===== src/rtl/param_register_file.sv =====
// ----------------------------------------------------------------------------
// param_register_file
//   Parametrised integer register file for the single-cycle CPU.
//   - x0 is hardwired to zero; register 2 resets to SP_INIT.
//   - One busy bit per register. A mark sets it and a committing write
//     clears it. When both hit the same register on one edge, the mark wins.
//   - Sticky halt flag. It is set by ecall when HALT_REG holds HALT_CODE and
//     is cleared only by reset. While halted, writes and marks are dropped.
//   - Optional macro RF_BYPASS_EN: the same-cycle write data is forwarded to
//     the read ports, to the busy outputs and to the halt check.
//
// Parameters: XLEN, NUM_REGS (power of two, >= 16), AW (derived),
//             SP_INIT, HALT_REG, HALT_CODE
// Ports:
//   clk, reset_n          clock, synchronous active-low reset
//   rs1, rs2              read addresses
//   rs1_dout, rs2_dout    combinational read data
//   rs1_busy, rs2_busy    combinational pending-write flags
//   rd, rd_din            write address / data
//   write_enable          commit rd_din to rd on this edge
//   mark_valid, mark_rd   reserve a pending write to mark_rd
//   ecall                 ecall in decode this cycle
//   is_halted             registered, sticky halt flag
// ----------------------------------------------------------------------------
module param_register_file #(
    parameter int XLEN      = 32,
    parameter int NUM_REGS  = 32,
    localparam int AW       = $clog2(NUM_REGS),
    parameter     SP_INIT   = 32'h2ffc,
    parameter int HALT_REG  = 17,
    parameter     HALT_CODE = 10
) (
    input  logic            clk,
    input  logic            reset_n,
    input  logic [AW-1:0]   rs1,
    input  logic [AW-1:0]   rs2,
    output logic [XLEN-1:0] rs1_dout,
    output logic [XLEN-1:0] rs2_dout,
    output logic            rs1_busy,
    output logic            rs2_busy,
    input  logic [AW-1:0]   rd,
    input  logic [XLEN-1:0] rd_din,
    input  logic            write_enable,
    input  logic            mark_valid,
    input  logic [AW-1:0]   mark_rd,
    input  logic            ecall,
    output logic            is_halted
);

    localparam logic [XLEN-1:0] SP_VAL   = XLEN'(SP_INIT);
    localparam logic [XLEN-1:0] HALT_VAL = XLEN'(HALT_CODE);
    localparam logic [AW-1:0]   HALT_IDX = AW'(HALT_REG);

    logic [XLEN-1:0]     regs [NUM_REGS];
    logic [NUM_REGS-1:0] busy;
    logic                halted;
    logic                wr_ok;
    logic                mk_ok;
    logic [XLEN-1:0]     x_halt;

    // Both qualifiers exclude x0, so neither regs[0] nor busy[0] ever leaves zero.
    assign wr_ok     = write_enable && !halted && (rd != '0);
    assign mk_ok     = mark_valid && !halted && (mark_rd != '0);
    assign is_halted = halted;

    always_comb begin
        rs1_dout = (rs1 == '0) ? '0 : regs[rs1];
        rs2_dout = (rs2 == '0) ? '0 : regs[rs2];
        rs1_busy = busy[rs1];
        rs2_busy = busy[rs2];
        x_halt   = (HALT_IDX == '0) ? '0 : regs[HALT_IDX];
`ifdef RF_BYPASS_EN
        if (wr_ok && (rd == rs1)) begin
            rs1_dout = rd_din;
            rs1_busy = mk_ok && (mark_rd == rs1);
        end
        if (wr_ok && (rd == rs2)) begin
            rs2_dout = rd_din;
            rs2_busy = mk_ok && (mark_rd == rs2);
        end
        if (wr_ok && (rd == HALT_IDX)) begin
            x_halt = rd_din;
        end
`endif
    end

    always_ff @(posedge clk) begin
        if (!reset_n) begin
            for (int i = 0; i < NUM_REGS; i++) begin
                regs[i] <= (i == 2) ? SP_VAL : '0;
            end
            busy   <= '0;
            halted <= 1'b0;
        end else begin
            if (wr_ok) begin
                regs[rd] <= rd_din;
                busy[rd] <= 1'b0;
            end
            // Placed after the clear so that a newer producer overrides a
            // completing write to the same register.
            if (mk_ok) begin
                busy[mark_rd] <= 1'b1;
            end
            if (ecall && !halted && (x_halt == HALT_VAL)) begin
                halted <= 1'b1;
            end
        end
    end

endmodule


===== config.mk =====
export PLATFORM = sky130hd
export DESIGN_NAME = param_register_file
export DESIGN_NICKNAME = d
export VERILOG_FILES = /design/src/rtl/param_register_file.sv
export SDC_FILE = /design/constraint.sdc
export NUM_CORES = 2
export LEC_CHECK = 0
export CAP_MARGIN = 15
export CELL_PAD_IN_SITES_DETAIL_PLACEMENT = 0
export CELL_PAD_IN_SITES_GLOBAL_PLACEMENT = 1
export CORE_MARGIN = 5
export CORE_UTILIZATION = 45
export DETAILED_ROUTE_END_ITERATION = 10
export GPL_TIMING_DRIVEN = 0
export PLACE_DENSITY_LB_ADDON = 0.1
export SLEW_MARGIN = 5
export SYNTH_ARGS = -nofsm -noshare
export SYNTH_HDL_FRONTEND = slang
export SYNTH_SLANG_ARGS = --single-unit
export TNS_END_PERCENT = 20

===== constraint.sdc =====
create_clock -name clk -period 6.6 [get_ports clk]
set_input_delay 1.32 -clock clk [delete_from_list [all_inputs] [get_ports clk]]
set_output_delay 1.32 -clock clk [all_outputs]
set_load 0.005 [all_outputs]

==> results.toml <==
[cells_and_area]
stdcell_area_um2 = 65020
seq_area_um2 = 31410
mostFrequentLayoutCell = "edfxtp_1"
finish.utilization = 0.5259
synthToLayoutAreaGrowth_pct = 16.06
fill_cells = 10370
drive_gt1_frac = 0.2225
multiInputGateArea_um2 = 23550
layout_common_cells = "1024 x edfxtp_1, 982 x and2_1, 468 x mux4_2"
nets = 4167

[synth]
synth.area.mux_share = 0.2243
synth_edf_count = 1024
synth_top_family_by_area = "multiplexers"
yosys.area_share.simple = 0.1300
synth-adder-area-share = 0
synth_cells = 3781
ys_seq_area_frac = 0.5606
synth_xor_area_frac = 0
syn_area_um2 = 56020
synth_ff_type = "edfxtp_1"
synth-seq-cells = 1057
synthArstFlopShare = 0
syn_avg_cell_area_um2 = 14.82
ys_types = 40
synth_compound_area_frac = 0.05320
yosysWarnings = 0

[timing]
finClkSkew_ps = 33.44
setup_ws_ps = -280.4
finalCritPeriodShare = 1.042
finalHoldViolations = 0
worst_slew_pin_slew_ps = 1414
fmax_ghz = 0.1453
slew_violations = 0
fin_crit_ps = 6880
setup_viol = 34
relSlewSlack = 0.05376
timing.hold.ws_ps = 483.1
rsz0062_at_grt = "yes"

[flow_run]
maxCapViolCount = 0

[global_routing]
antenna_found_initial = 6
grt_pass1_vias = 37880
grt_max_degree = 23
grt_pass1_wl_um = 313900
overflow = 0
grt.total_usage = 0.3502

[floorplanning]
initial_core_util = 0.4531
design.core.area_um2 = 123600
core.rowCount = 129
fp.dieH_um = 362.8
io_pins = 124
die_x_um = 362.8
die-area_um2 = 131700

[critical_path]
reg2reg_depth = 5
start_kind = "primary input"
r2r-start = "is_halted$_SDFFE_PN0P_"
critPathArrivalTime_ps = 5560
r2r_slack_ps = 2700
regToRegEndpoint = "regs[10][30]$_SDFFCE_PN0P_"
crit_type = "in -> out"
crit_path_end_kind = "primary output"
crit_required_ps = 5280
cp_max_fo = 10

[drt]
drtPass1Iterations = 6
vias = 38130
wl_um = 233300
drt-vias-per-instance = 6.513
drc = 0
ant_nets = 0
wl_per_cell_um = 39.85
first_iter_violations = 5975

[min_path]
hold_end = "busy[14]$_SDFF_PN0_"
min_from = "busy[14]$_SDFF_PN0_"
hold_path.class = "reg -> reg"
whs_path_depth = 2

[cts]
clock_sinks = 1057
path_clk_slew_ps = 60
cts-root-buf = "clkbuf_16"
insertion_delay_ps = 760
cts.path.max_buffers = 3
hold_buffers = 0
cts_tree = "yes"
htreeDepth = 3
cts_made_buffers = 120

[pwr]
p_per_area_nw_per_um2 = 260.6
power.leakage_nw = 21.88
ir_drop_mv = 0.2128

[placed_design]
portBuffers = 113
place_area_um2 = 60920
routabilityCongestion = 0.9680
dpl.hpwl_um = 168000

[outcome]
status = "complete, but fails checks"
violations = "negative setup slack"
## critical path, cell delays in order
cell and delay, ps:
buf_2 410, buf_2 650, buf_2 650, buf_2 510, mux4_2 400, a211oi_1 820
a311oi_4 210, clkdlybuf4s50_1 550
## final cells by class
cell class / count / share of cell area
clock buffers: 153 / 0.04907
diodes: 10 / 0.0003848
repair buffers: 176 / 0.03721
inverters: 33 / 0.001905
flip-flops and latches: 1057 / 0.4830
multi-input cells: 2319 / 0.3622
well taps: 1637 / 0.03150
plain buffers: 403 / 0.02575
clock inverters: 66 / 0.008986
## layer usage
layer | track usage | vias to the layer above | share of wire
li1 | - | 15270 | -
met1 | 0.4629 | 19710 | 0.38
met2 | 0.5164 | 2617 | 0.43
met3 | 0.09335 | 530 | 0.12
met4 | 0.2210 | 0 | 0.076
met5 | 0.0007262 | - | 0
## synthesized netlist by cell type (4+ instances only)
| library cell | number | area, um2 |
|---|---|---|
| o22ai_1 | 30 | 187.7 |
| buf_2 | 99 | 495.5 |
| a211oi_1 | 64 | 480.5 |
| o21ai_0 | 139 | 695.7 |
| nor2b_1 | 71 | 444.2 |
| a22oi_1 | 64 | 480.5 |
| edfxtp_1 | 1024 | 30750 |
| nor4_1 | 5 | 31.28 |
| nand3b_1 | 6 | 45.04 |
| buf_4 | 6 | 45.04 |
| a311oi_1 | 64 | 560.5 |
| mux4_2 | 468 | 10540 |
| o2111ai_1 | 20 | 175.2 |
| mux2i_1 | 128 | 1281 |
| inv_1 | 33 | 123.9 |
| nand4_1 | 4 | 25.02 |
| dfxtp_1 | 33 | 660.6 |
| nor2_1 | 41 | 153.9 |
| mux2_2 | 66 | 743.2 |
| nand2_1 | 49 | 183.9 |
| clkbuf_1 | 297 | 1115 |
| and2_1 | 982 | 6143 |
| nand3_1 | 9 | 45.04 |
| a221oi_1 | 44 | 385.4 |
| or3_1 | 14 | 87.58 |
## state kept, by name, indices dropped and copies added, names as in the netlist
register   cells
regs        1024
is_halted      1
busy          32
## through the flow
step	setup WS, ps	total power [mW]	instances	setup TNS (ps)
floorplan	1684	9.157	3812	0
global placement	-3572	10.26	5562	-2341680
detailed placement	-826.6	10.34	5622	-17050
CTS	-41.40	16.88	5841	-41.40
global route	-111.3	17.29	5844	-129.8
finish	-280.4	16.94	5854	-2902
## logic make-up after synthesis
family          count (synthesis)
other cells                     1
flops                        1057
buf+inv                       436
compound gates                427
simple gates                 1198
mux                           662
## where the power goes
part           leakage (nW)  switching (mW)  total (mW)  internal (mW)
Sequential             10.0           0.189        7.92           7.73
Combinational          10.0            1.44        2.39          0.942
Clock                  1.84            2.84        6.64           3.81
## worst max-delay path by stage
stage          depth (start not counted)          from                   endpoint  slack (ps)
3_5_place_dp                           7        rs2[3]               rs2_dout[15]        -830
4_1_cts                                9        rs2[1]               rs2_dout[15]         -40
6_report                               8        rs1[1]               rs1_dout[16]        -280
2_1_floorplan                          4  write_enable  regs[28][0]$_SDFFCE_PN0P_        1680
3_3_place_gp                           5         rd[4]  regs[12][6]$_SDFFCE_PN0P_       -3570
5_1_grt                                9        rs2[1]               rs2_dout[18]        -110
## timing repair
item	4_1_cts	5_1_grt
pin swaps	2	0
setup buffers	0	0
resized for setup	37	17
setup endpoints to repair	50	16
Power figures use the tool's default switching activity.
